<file path="config.mk">
export PLATFORM = sky130hd
export DESIGN_NAME = dmem_arbiter_flat
export DESIGN_NICKNAME = d
export VERILOG_FILES = /design/src/rtl/dmem_arbiter_if.sv /design/src/rtl/dmem_arbiter.sv /design/src/flat_wrapper.sv
export SDC_FILE = /design/constraint.sdc
export NUM_CORES = 1
export LEC_CHECK = 0
export ABC_AREA = 1
export CAP_MARGIN = 20
export CORE_MARGIN = 1.5
export CORE_UTILIZATION = 38
export DETAILED_ROUTE_END_ITERATION = 12
export HOLD_SLACK_MARGIN = 0.02
export PLACE_DENSITY = 0.79
export SYNTH_ARGS = -nofsm -noshare
export SYNTH_HDL_FRONTEND = slang
export SYNTH_SLANG_ARGS = --single-unit
export TNS_END_PERCENT = 30
</file>
<file path="constraint.sdc">
create_clock -name clk -period 2.6 [get_ports clk]
set_clock_uncertainty 0.2 [all_clocks]
set_input_delay 0.78 -clock clk [delete_from_list [all_inputs] [get_ports clk]]
set_output_delay 0.78 -clock clk [all_outputs]
set_load 0.01 [all_outputs]
</file>
<file path="src/rtl/dmem_arbiter_if.sv">
// dmem_arbiter_if: bundles the two requester ports and the data-memory port
// that the dmem_arbiter shares.
//   slave  : arbiter view (takes requests, drives memory strobes, returns data)
//   master : environment view (requesters and the synchronous RAM)
// Signals:
//   cpu_rd/cpu_wr/cpu_addr/cpu_wdata -> arbiter, cpu_rdata/cpu_done <- arbiter
//   dma_rd/dma_wr/dma_addr/dma_wdata -> arbiter, dma_rdata/dma_done <- arbiter
//   mem_addr/mem_rd/mem_wr/mem_wdata <- arbiter, mem_rdata -> arbiter
//   busy <- arbiter (high while an access is in flight)
interface dmem_arbiter_if #(
  parameter int unsigned AW = 8,
  parameter int unsigned DW = 16
);
  logic          cpu_rd;
  logic          cpu_wr;
  logic [AW-1:0] cpu_addr;
  logic [DW-1:0] cpu_wdata;
  logic [DW-1:0] cpu_rdata;
  logic          cpu_done;

  logic          dma_rd;
  logic          dma_wr;
  logic [AW-1:0] dma_addr;
  logic [DW-1:0] dma_wdata;
  logic [DW-1:0] dma_rdata;
  logic          dma_done;

  logic [AW-1:0] mem_addr;
  logic          mem_rd;
  logic          mem_wr;
  logic [DW-1:0] mem_wdata;
  logic [DW-1:0] mem_rdata;

  logic          busy;

  modport slave (
    input  cpu_rd, cpu_wr, cpu_addr, cpu_wdata,
    output cpu_rdata, cpu_done,
    input  dma_rd, dma_wr, dma_addr, dma_wdata,
    output dma_rdata, dma_done,
    output mem_addr, mem_rd, mem_wr, mem_wdata,
    input  mem_rdata,
    output busy
  );

  modport master (
    output cpu_rd, cpu_wr, cpu_addr, cpu_wdata,
    input  cpu_rdata, cpu_done,
    output dma_rd, dma_wr, dma_addr, dma_wdata,
    input  dma_rdata, dma_done,
    input  mem_addr, mem_rd, mem_wr, mem_wdata,
    output mem_rdata,
    input  busy
  );
endinterface

</file>
<file path="src/rtl/dmem_arbiter.sv">
// dmem_arbiter: shares one single-port synchronous data memory between the
// CPU load/store path and a DMA/debug port. One access at a time, 3 cycles
// each (IDLE grant, ACCESS strobe, RESP done + read data).
// Ports:
//   clk  - rising-edge clock
//   clr  - asynchronous active-high reset
//   bus  - dmem_arbiter_if.slave (requesters, memory port, busy)
// Build option:
//   DMEM_ARB_RR_EN defined   -> round-robin on ties (last-grant pointer)
//   DMEM_ARB_RR_EN undefined -> fixed priority, CPU wins ties
module dmem_arbiter #(
  parameter int unsigned AW = 8,
  parameter int unsigned DW = 16
) (
  input  logic             clk,
  input  logic             clr,
  dmem_arbiter_if.slave    bus
);

  typedef enum logic [1:0] {
    S_IDLE   = 2'd0,
    S_ACCESS = 2'd1,
    S_RESP   = 2'd2
  } state_e;

  state_e        state_q, state_d;

  logic          cpu_req;
  logic          dma_req;
  logic          any_req;
  logic          grant_dma;
  logic          sel_wr;
  logic [AW-1:0] sel_addr;
  logic [DW-1:0] sel_wdata;

  logic          owner_dma_q;
  logic          op_wr_q;

  logic [AW-1:0] mem_addr_q,  mem_addr_d;
  logic [DW-1:0] mem_wdata_q, mem_wdata_d;
  logic          mem_rd_q,    mem_rd_d;
  logic          mem_wr_q,    mem_wr_d;
  logic          cpu_done_q,  cpu_done_d;
  logic          dma_done_q,  dma_done_d;
  logic          busy_q,      busy_d;

  logic [DW-1:0] cpu_rdata_q, cpu_rdata_c;
  logic [DW-1:0] dma_rdata_q, dma_rdata_c;
  logic          rd_resp;

  assign cpu_req = bus.cpu_rd | bus.cpu_wr;
  assign dma_req = bus.dma_rd | bus.dma_wr;
  assign any_req = cpu_req | dma_req;

`ifdef DMEM_ARB_RR_EN
  // Last-grant pointer: 1 = DMA was granted last. Reset to DMA so CPU wins the first tie.
  logic last_dma_q;

  assign grant_dma = dma_req & (~cpu_req | ~last_dma_q);

  always_ff @(posedge clk or posedge clr) begin
    if (clr) begin
      last_dma_q <= 1'b1;
    end else if (state_q == S_IDLE && any_req) begin
      last_dma_q <= grant_dma;
    end
  end
`else
  assign grant_dma = dma_req & ~cpu_req;
`endif

  // Winner's request fields; write takes precedence when rd and wr are both high.
  assign sel_wr    = grant_dma ? bus.dma_wr    : bus.cpu_wr;
  assign sel_addr  = grant_dma ? bus.dma_addr  : bus.cpu_addr;
  assign sel_wdata = grant_dma ? bus.dma_wdata : bus.cpu_wdata;

  // State register
  always_ff @(posedge clk or posedge clr) begin
    if (clr) begin
      state_q <= S_IDLE;
    end else begin
      state_q <= state_d;
    end
  end

  // Next-state logic
  always_comb begin
    state_d = state_q;
    unique case (state_q)
      S_IDLE:   if (any_req) state_d = S_ACCESS;
      S_ACCESS: state_d = S_RESP;
      S_RESP:   state_d = S_IDLE;
      default:  state_d = S_IDLE;
    endcase
  end

  // Output logic, evaluated on the next state so every output is a flop.
  // ACCESS is only entered from IDLE, so the winner's fields are latched here.
  always_comb begin
    mem_addr_d  = '0;
    mem_wdata_d = '0;
    mem_rd_d    = 1'b0;
    mem_wr_d    = 1'b0;
    cpu_done_d  = 1'b0;
    dma_done_d  = 1'b0;
    busy_d      = 1'b0;
    unique case (state_d)
      S_ACCESS: begin
        mem_addr_d  = sel_addr;
        mem_wdata_d = sel_wdata;
        mem_rd_d    = ~sel_wr;
        mem_wr_d    = sel_wr;
        busy_d      = 1'b1;
      end
      S_RESP: begin
        cpu_done_d  = ~owner_dma_q;
        dma_done_d  = owner_dma_q;
        busy_d      = 1'b1;
      end
      default: ;
    endcase
  end

  // Output registers
  always_ff @(posedge clk or posedge clr) begin
    if (clr) begin
      mem_addr_q  <= '0;
      mem_wdata_q <= '0;
      mem_rd_q    <= 1'b0;
      mem_wr_q    <= 1'b0;
      cpu_done_q  <= 1'b0;
      dma_done_q  <= 1'b0;
      busy_q      <= 1'b0;
    end else begin
      mem_addr_q  <= mem_addr_d;
      mem_wdata_q <= mem_wdata_d;
      mem_rd_q    <= mem_rd_d;
      mem_wr_q    <= mem_wr_d;
      cpu_done_q  <= cpu_done_d;
      dma_done_q  <= dma_done_d;
      busy_q      <= busy_d;
    end
  end

  // Owner and operation of the access in flight
  always_ff @(posedge clk or posedge clr) begin
    if (clr) begin
      owner_dma_q <= 1'b0;
      op_wr_q     <= 1'b0;
    end else if (state_q == S_IDLE && any_req) begin
      owner_dma_q <= grant_dma;
      op_wr_q     <= sel_wr;
    end
  end

  assign rd_resp = (state_q == S_RESP) && !op_wr_q;

  // Read data capture at the end of RESP
  always_ff @(posedge clk or posedge clr) begin
    if (clr) begin
      cpu_rdata_q <= '0;
      dma_rdata_q <= '0;
    end else if (rd_resp) begin
      if (owner_dma_q) dma_rdata_q <= bus.mem_rdata;
      else             cpu_rdata_q <= bus.mem_rdata;
    end
  end

  // RAM data flows straight through during the done cycle, held otherwise
  always_comb begin
    cpu_rdata_c = cpu_rdata_q;
    dma_rdata_c = dma_rdata_q;
    if (rd_resp) begin
      if (owner_dma_q) dma_rdata_c = bus.mem_rdata;
      else             cpu_rdata_c = bus.mem_rdata;
    end
  end

  assign bus.mem_addr  = mem_addr_q;
  assign bus.mem_wdata = mem_wdata_q;
  assign bus.mem_rd    = mem_rd_q;
  assign bus.mem_wr    = mem_wr_q;
  assign bus.cpu_done  = cpu_done_q;
  assign bus.dma_done  = dma_done_q;
  assign bus.busy      = busy_q;
  assign bus.cpu_rdata = cpu_rdata_c;
  assign bus.dma_rdata = dma_rdata_c;

endmodule

</file>
<file path="src/flat_wrapper.sv">
// flat-port wrapper written by rule: the top's interface ports become plain ports
module dmem_arbiter_flat 
#(
  parameter int unsigned AW = 8,
  parameter int unsigned DW = 16
)
  (clk, clr, bus_cpu_rd, bus_cpu_wr, bus_cpu_addr, bus_cpu_wdata, bus_cpu_rdata, bus_cpu_done, bus_dma_rd, bus_dma_wr, bus_dma_addr, bus_dma_wdata, bus_dma_rdata, bus_dma_done, bus_mem_addr, bus_mem_rd, bus_mem_wr, bus_mem_wdata, bus_mem_rdata, bus_busy);
  dmem_arbiter_if #(.AW(AW), .DW(DW)) bus_i ();
  input  logic clk;
  input  logic clr;
  input wire logic [$bits(bus_i.cpu_rd)-1:0] bus_cpu_rd;
  input wire logic [$bits(bus_i.cpu_wr)-1:0] bus_cpu_wr;
  input wire logic [$bits(bus_i.cpu_addr)-1:0] bus_cpu_addr;
  input wire logic [$bits(bus_i.cpu_wdata)-1:0] bus_cpu_wdata;
  output wire logic [$bits(bus_i.cpu_rdata)-1:0] bus_cpu_rdata;
  output wire logic [$bits(bus_i.cpu_done)-1:0] bus_cpu_done;
  input wire logic [$bits(bus_i.dma_rd)-1:0] bus_dma_rd;
  input wire logic [$bits(bus_i.dma_wr)-1:0] bus_dma_wr;
  input wire logic [$bits(bus_i.dma_addr)-1:0] bus_dma_addr;
  input wire logic [$bits(bus_i.dma_wdata)-1:0] bus_dma_wdata;
  output wire logic [$bits(bus_i.dma_rdata)-1:0] bus_dma_rdata;
  output wire logic [$bits(bus_i.dma_done)-1:0] bus_dma_done;
  output wire logic [$bits(bus_i.mem_addr)-1:0] bus_mem_addr;
  output wire logic [$bits(bus_i.mem_rd)-1:0] bus_mem_rd;
  output wire logic [$bits(bus_i.mem_wr)-1:0] bus_mem_wr;
  output wire logic [$bits(bus_i.mem_wdata)-1:0] bus_mem_wdata;
  input wire logic [$bits(bus_i.mem_rdata)-1:0] bus_mem_rdata;
  output wire logic [$bits(bus_i.busy)-1:0] bus_busy;
  assign bus_i.cpu_rd = bus_cpu_rd;
  assign bus_i.cpu_wr = bus_cpu_wr;
  assign bus_i.cpu_addr = bus_cpu_addr;
  assign bus_i.cpu_wdata = bus_cpu_wdata;
  assign bus_cpu_rdata = bus_i.cpu_rdata;
  assign bus_cpu_done = bus_i.cpu_done;
  assign bus_i.dma_rd = bus_dma_rd;
  assign bus_i.dma_wr = bus_dma_wr;
  assign bus_i.dma_addr = bus_dma_addr;
  assign bus_i.dma_wdata = bus_dma_wdata;
  assign bus_dma_rdata = bus_i.dma_rdata;
  assign bus_dma_done = bus_i.dma_done;
  assign bus_mem_addr = bus_i.mem_addr;
  assign bus_mem_rd = bus_i.mem_rd;
  assign bus_mem_wr = bus_i.mem_wr;
  assign bus_mem_wdata = bus_i.mem_wdata;
  assign bus_i.mem_rdata = bus_mem_rdata;
  assign bus_busy = bus_i.busy;
  dmem_arbiter #(.AW(AW), .DW(DW)) u_core (.clk(clk), .clr(clr), .bus(bus_i));
endmodule
</file>
==> key figures <==
Status
  – Status: finished with violations
  – Failing checks: setup timing

Detailed routing
  – Via count: 3,116
  – WL/cell: 13.6 um
  – DR vias/cell: between 4 and 5
  – Residual DRC count: 0
  – DRT Wirelength: ~9 mm
  – First drt pass iteration count: 4
  – Antenna Nets Post-Route: 0
  – 1st-iter DRT viols: 79

Power
  – Switching power: around 0.0022 W
  – Leakage: between 2 and 3 nW
  – Clk pwr share: roughly 15%
  – Cell-internal power: 0.00352 W
  – Pwr Total: between 0.005 and 0.006 W
  – Reg power frac: about 28%
  – Peak supply drop: about 0.52 mV
  – Sw Ratio: a little under two fifths
  – Combinational fraction of design power: 57.1%
  – P per Cell Area: 1120 nW/um2

Global routing
  – Pin count of the biggest net entering global routing: a little under 50
  – First-pass GRT wire length: roughly 13 mm
  – Global route overflow: 0
  – Overall routing resource usage: slightly below 20%
  – Vias in the first global route: ~3,000
  – Initial antenna violation count: 0

CTS
  – CTS H-Tree Depth: 3
  – Root buf cell: clkbuf_8
  – CTS tree: built
  – CTS Hold Bufs: 0
  – Worst skew pair latency: roughly 0.32 ns
  – Clock transition at path regs: roughly 0.070 ns
  – Number of CTS-inserted buffers: 9
  – CTS Buffer Depth: 2
  – Sink Count: 65

Synth
  – Synthesized cell area: 3010 um2
  – Mapped Cells: approximately 400
  – Count of cell types in the netlist: 15
  – Synth warn: 0
  – Flops & latches, synth: 65
  – Syn avg cell area: about 7.6 um2
  – Seq/Total Area, Yosys: 54.1%
  – Syn_nets: between 400 and 500

Critical path
  – Critical Path Fanout Max: 8
  – Critical Path AT: between 1.5 and 2 ns
  – Crit end category: primary output
  – Req. time, crit path: 1.62 ns
  – Setup CP Type: flop to primary output
  – Startpoint class of the critical path: flop

Timing
  – Period utilization: 100%
  – Period minus WS final: 2.60 ns
  – Max frequency: about 0.38 GHz
  – Worst Tran Pin Value: slightly below 0.5 ns
  – Setup ws final: -0.00341 ns
  – Final setup fails: 1
  – Pins Over Slew Limit: 0
  – Slew margin rel.: between 60 and 70%
  – RSZ-0062 raised after global routing: yes
  – Final TNS setup: -0.00341 ns
  – Hold Vio Cnt, Final: 0
  – Final hold slack: 0.339 ns

Final layout
  – Fraction of layout cells with a size suffix above 1: 25.4%
  – Area added between synthesis and finish: 68.3%
  – Commonest non-fill, non-tap cells in the layout: 109 x nand2_1, 82 x clkdlybuf4s50_1, 65 x dfrtp_1, 62 x inv_1, 54 x nor2_1
  – Commonest non-fill, non-tap cell in the layout: nand2_1
  – Final net count: 636
  – ANT cells: 0
  – Non-Filler Instances: between 600 and 700
  – Fillcell total: about 650

Placement
  – Dpl ws: -0.598 ns
  – GPL Wtd Cong: between 0.7 and 0.8
  – Inst Count DP: 635
  – PortBufs: 130
  – HPWL after DPL: approximately 5.5 mm

Floorplan
  – Total core area: around 7700 um2
  – Die area: 8460 um2
  – Num ports: about 130
  – Die Wd: 92.0 um
  – Die Y: 92.0 um
  – Starting Density: 39.1%
  – FP Rows: 32

Job
  – Max Cap Viol: 0

Worst hold path
  – Hold WC Path Type: flop to flop
==> cells in the mapped netlist <==
library cell,n,area [um2]
buf_6,1,11.3
clkbuf_2,4,20.0
inv_2,1,3.75
o21ai_1,5,25.0
o21ai_0,60,300
nand2_2,1,6.26
nand2_1,124,465
nor2_1,54,203
clkbuf_1,3,11.3
dfrtp_1,65,1630
inv_1,64,240
a21boi_0,1,7.51
buf_2,7,35.0
buf_4,5,37.5
nor3_4,1,16.3
==> power groups by stage <==
stage / sequential [W] / clock (W) / combinational, W
global route: 0.00164 / 0.000898 / 0.00353
detailed placement: 0.00162 / 0 / 0.00284
finish: 0.00160 / 0.000834 / 0.00325
global placement: 0.00159 / 0 / 0.00278
CTS: 0.00160 / 0.000859 / 0.00274
floorplan: 0.00168 / 0 / 0.00116
==> per-stage QoR <==
step	instance area, um2	util, %
2_1_floorplan	3010	-
3_3_place_gp	4600	59.9
3_5_place_dp	4600	59.9
4_1_cts	4720	61.3
5_1_grt	5060	65.9
6_report	5060	65.9
==> layer usage <==
layer / vias to the layer above / wire length (um) / global-route usage [%]
met5: - / 0 / 0
met4: 0 / 87 / 4.36
met3: 8 / 910 / 9.70
met2: 129 / 4630 / 33.6
met1: 1449 / 3510 / 22.5
li1: 1530 / - / -
==> registers in the layout (all words and copies together) (netlist names) <==
| name | cells |
|---|---|
| u_core.bus.mem_wr | 1 |
| u_core.bus.busy | 1 |
| u_core.bus.mem_addr | 8 |
| u_core.cpu_rdata_q | 16 |
| u_core.owner_dma_q | 1 |
| u_core.op_wr_q | 1 |
| u_core.bus.dma_done | 1 |
| u_core.bus.cpu_done | 1 |
| u_core.bus.mem_rd | 1 |
| u_core.dma_rdata_q | 16 |
| u_core.bus.mem_wdata | 16 |
| u_core.state_q | 2 |
==> layout make-up <==
cell class                 instances  area, um2  share of cell area, %
timing repair buffer             179       1690                   33.3
sequential                        65       1630                   32.1
clock buffer                      13        149                   2.94
multi-input combinational        246       1180                   23.4
clock inverter                     3       40.0                  0.791
inverter                          65        248                   4.89
tap                              102        128                   2.52
==> worst paths after layout <==
kind                                       startpoint  cells past startpoint  slack, ns                       end
worst min-delay path            u_core.dma_rdata_q[9]                      2       0.34     u_core.dma_rdata_q[9]
worst min register to register  u_core.dma_rdata_q[9]                      2       0.34     u_core.dma_rdata_q[9]
min in group asynchronous                         clr                      2       0.63    u_core.cpu_rdata_q[10]
max in group asynchronous                         clr                      3       1.09     u_core.cpu_rdata_q[6]
worst max register to register      u_core.state_q[0]                      6       0.85  u_core.bus.mem_wdata[10]
worst max-delay path                u_core.state_q[0]                      6     -0.003          bus_dma_rdata[3]
==> kinds of logic (layout without fill, tap and decap cells) <==
kind of cell    after synthesis  in the layout  share of synthesized area (%)
flops                        65             65                           54.1
compound gates               66             66                           11.1
simple gates                180            180                           23.0
buf+inv                      85            260                           11.9
==> timing repair <==
item	CTS	global route
gates cloned	1	6
buffers inserted	3	13
hold endpoints to repair	0	0
pin swaps	2	1
setup endpoints to repair	32	32
gates resized for setup	192	43
==> critical path: stages, from the launching register on <==
cell     delay, ns
dfrtp_1       0.40
nor3_4        0.26
buf_6         0.16
buf_12        0.13
nand2_1       0.08
o21ai_2       0.10
buf_2         0.16
Note: power is estimated with default switching activity, not from simulation.
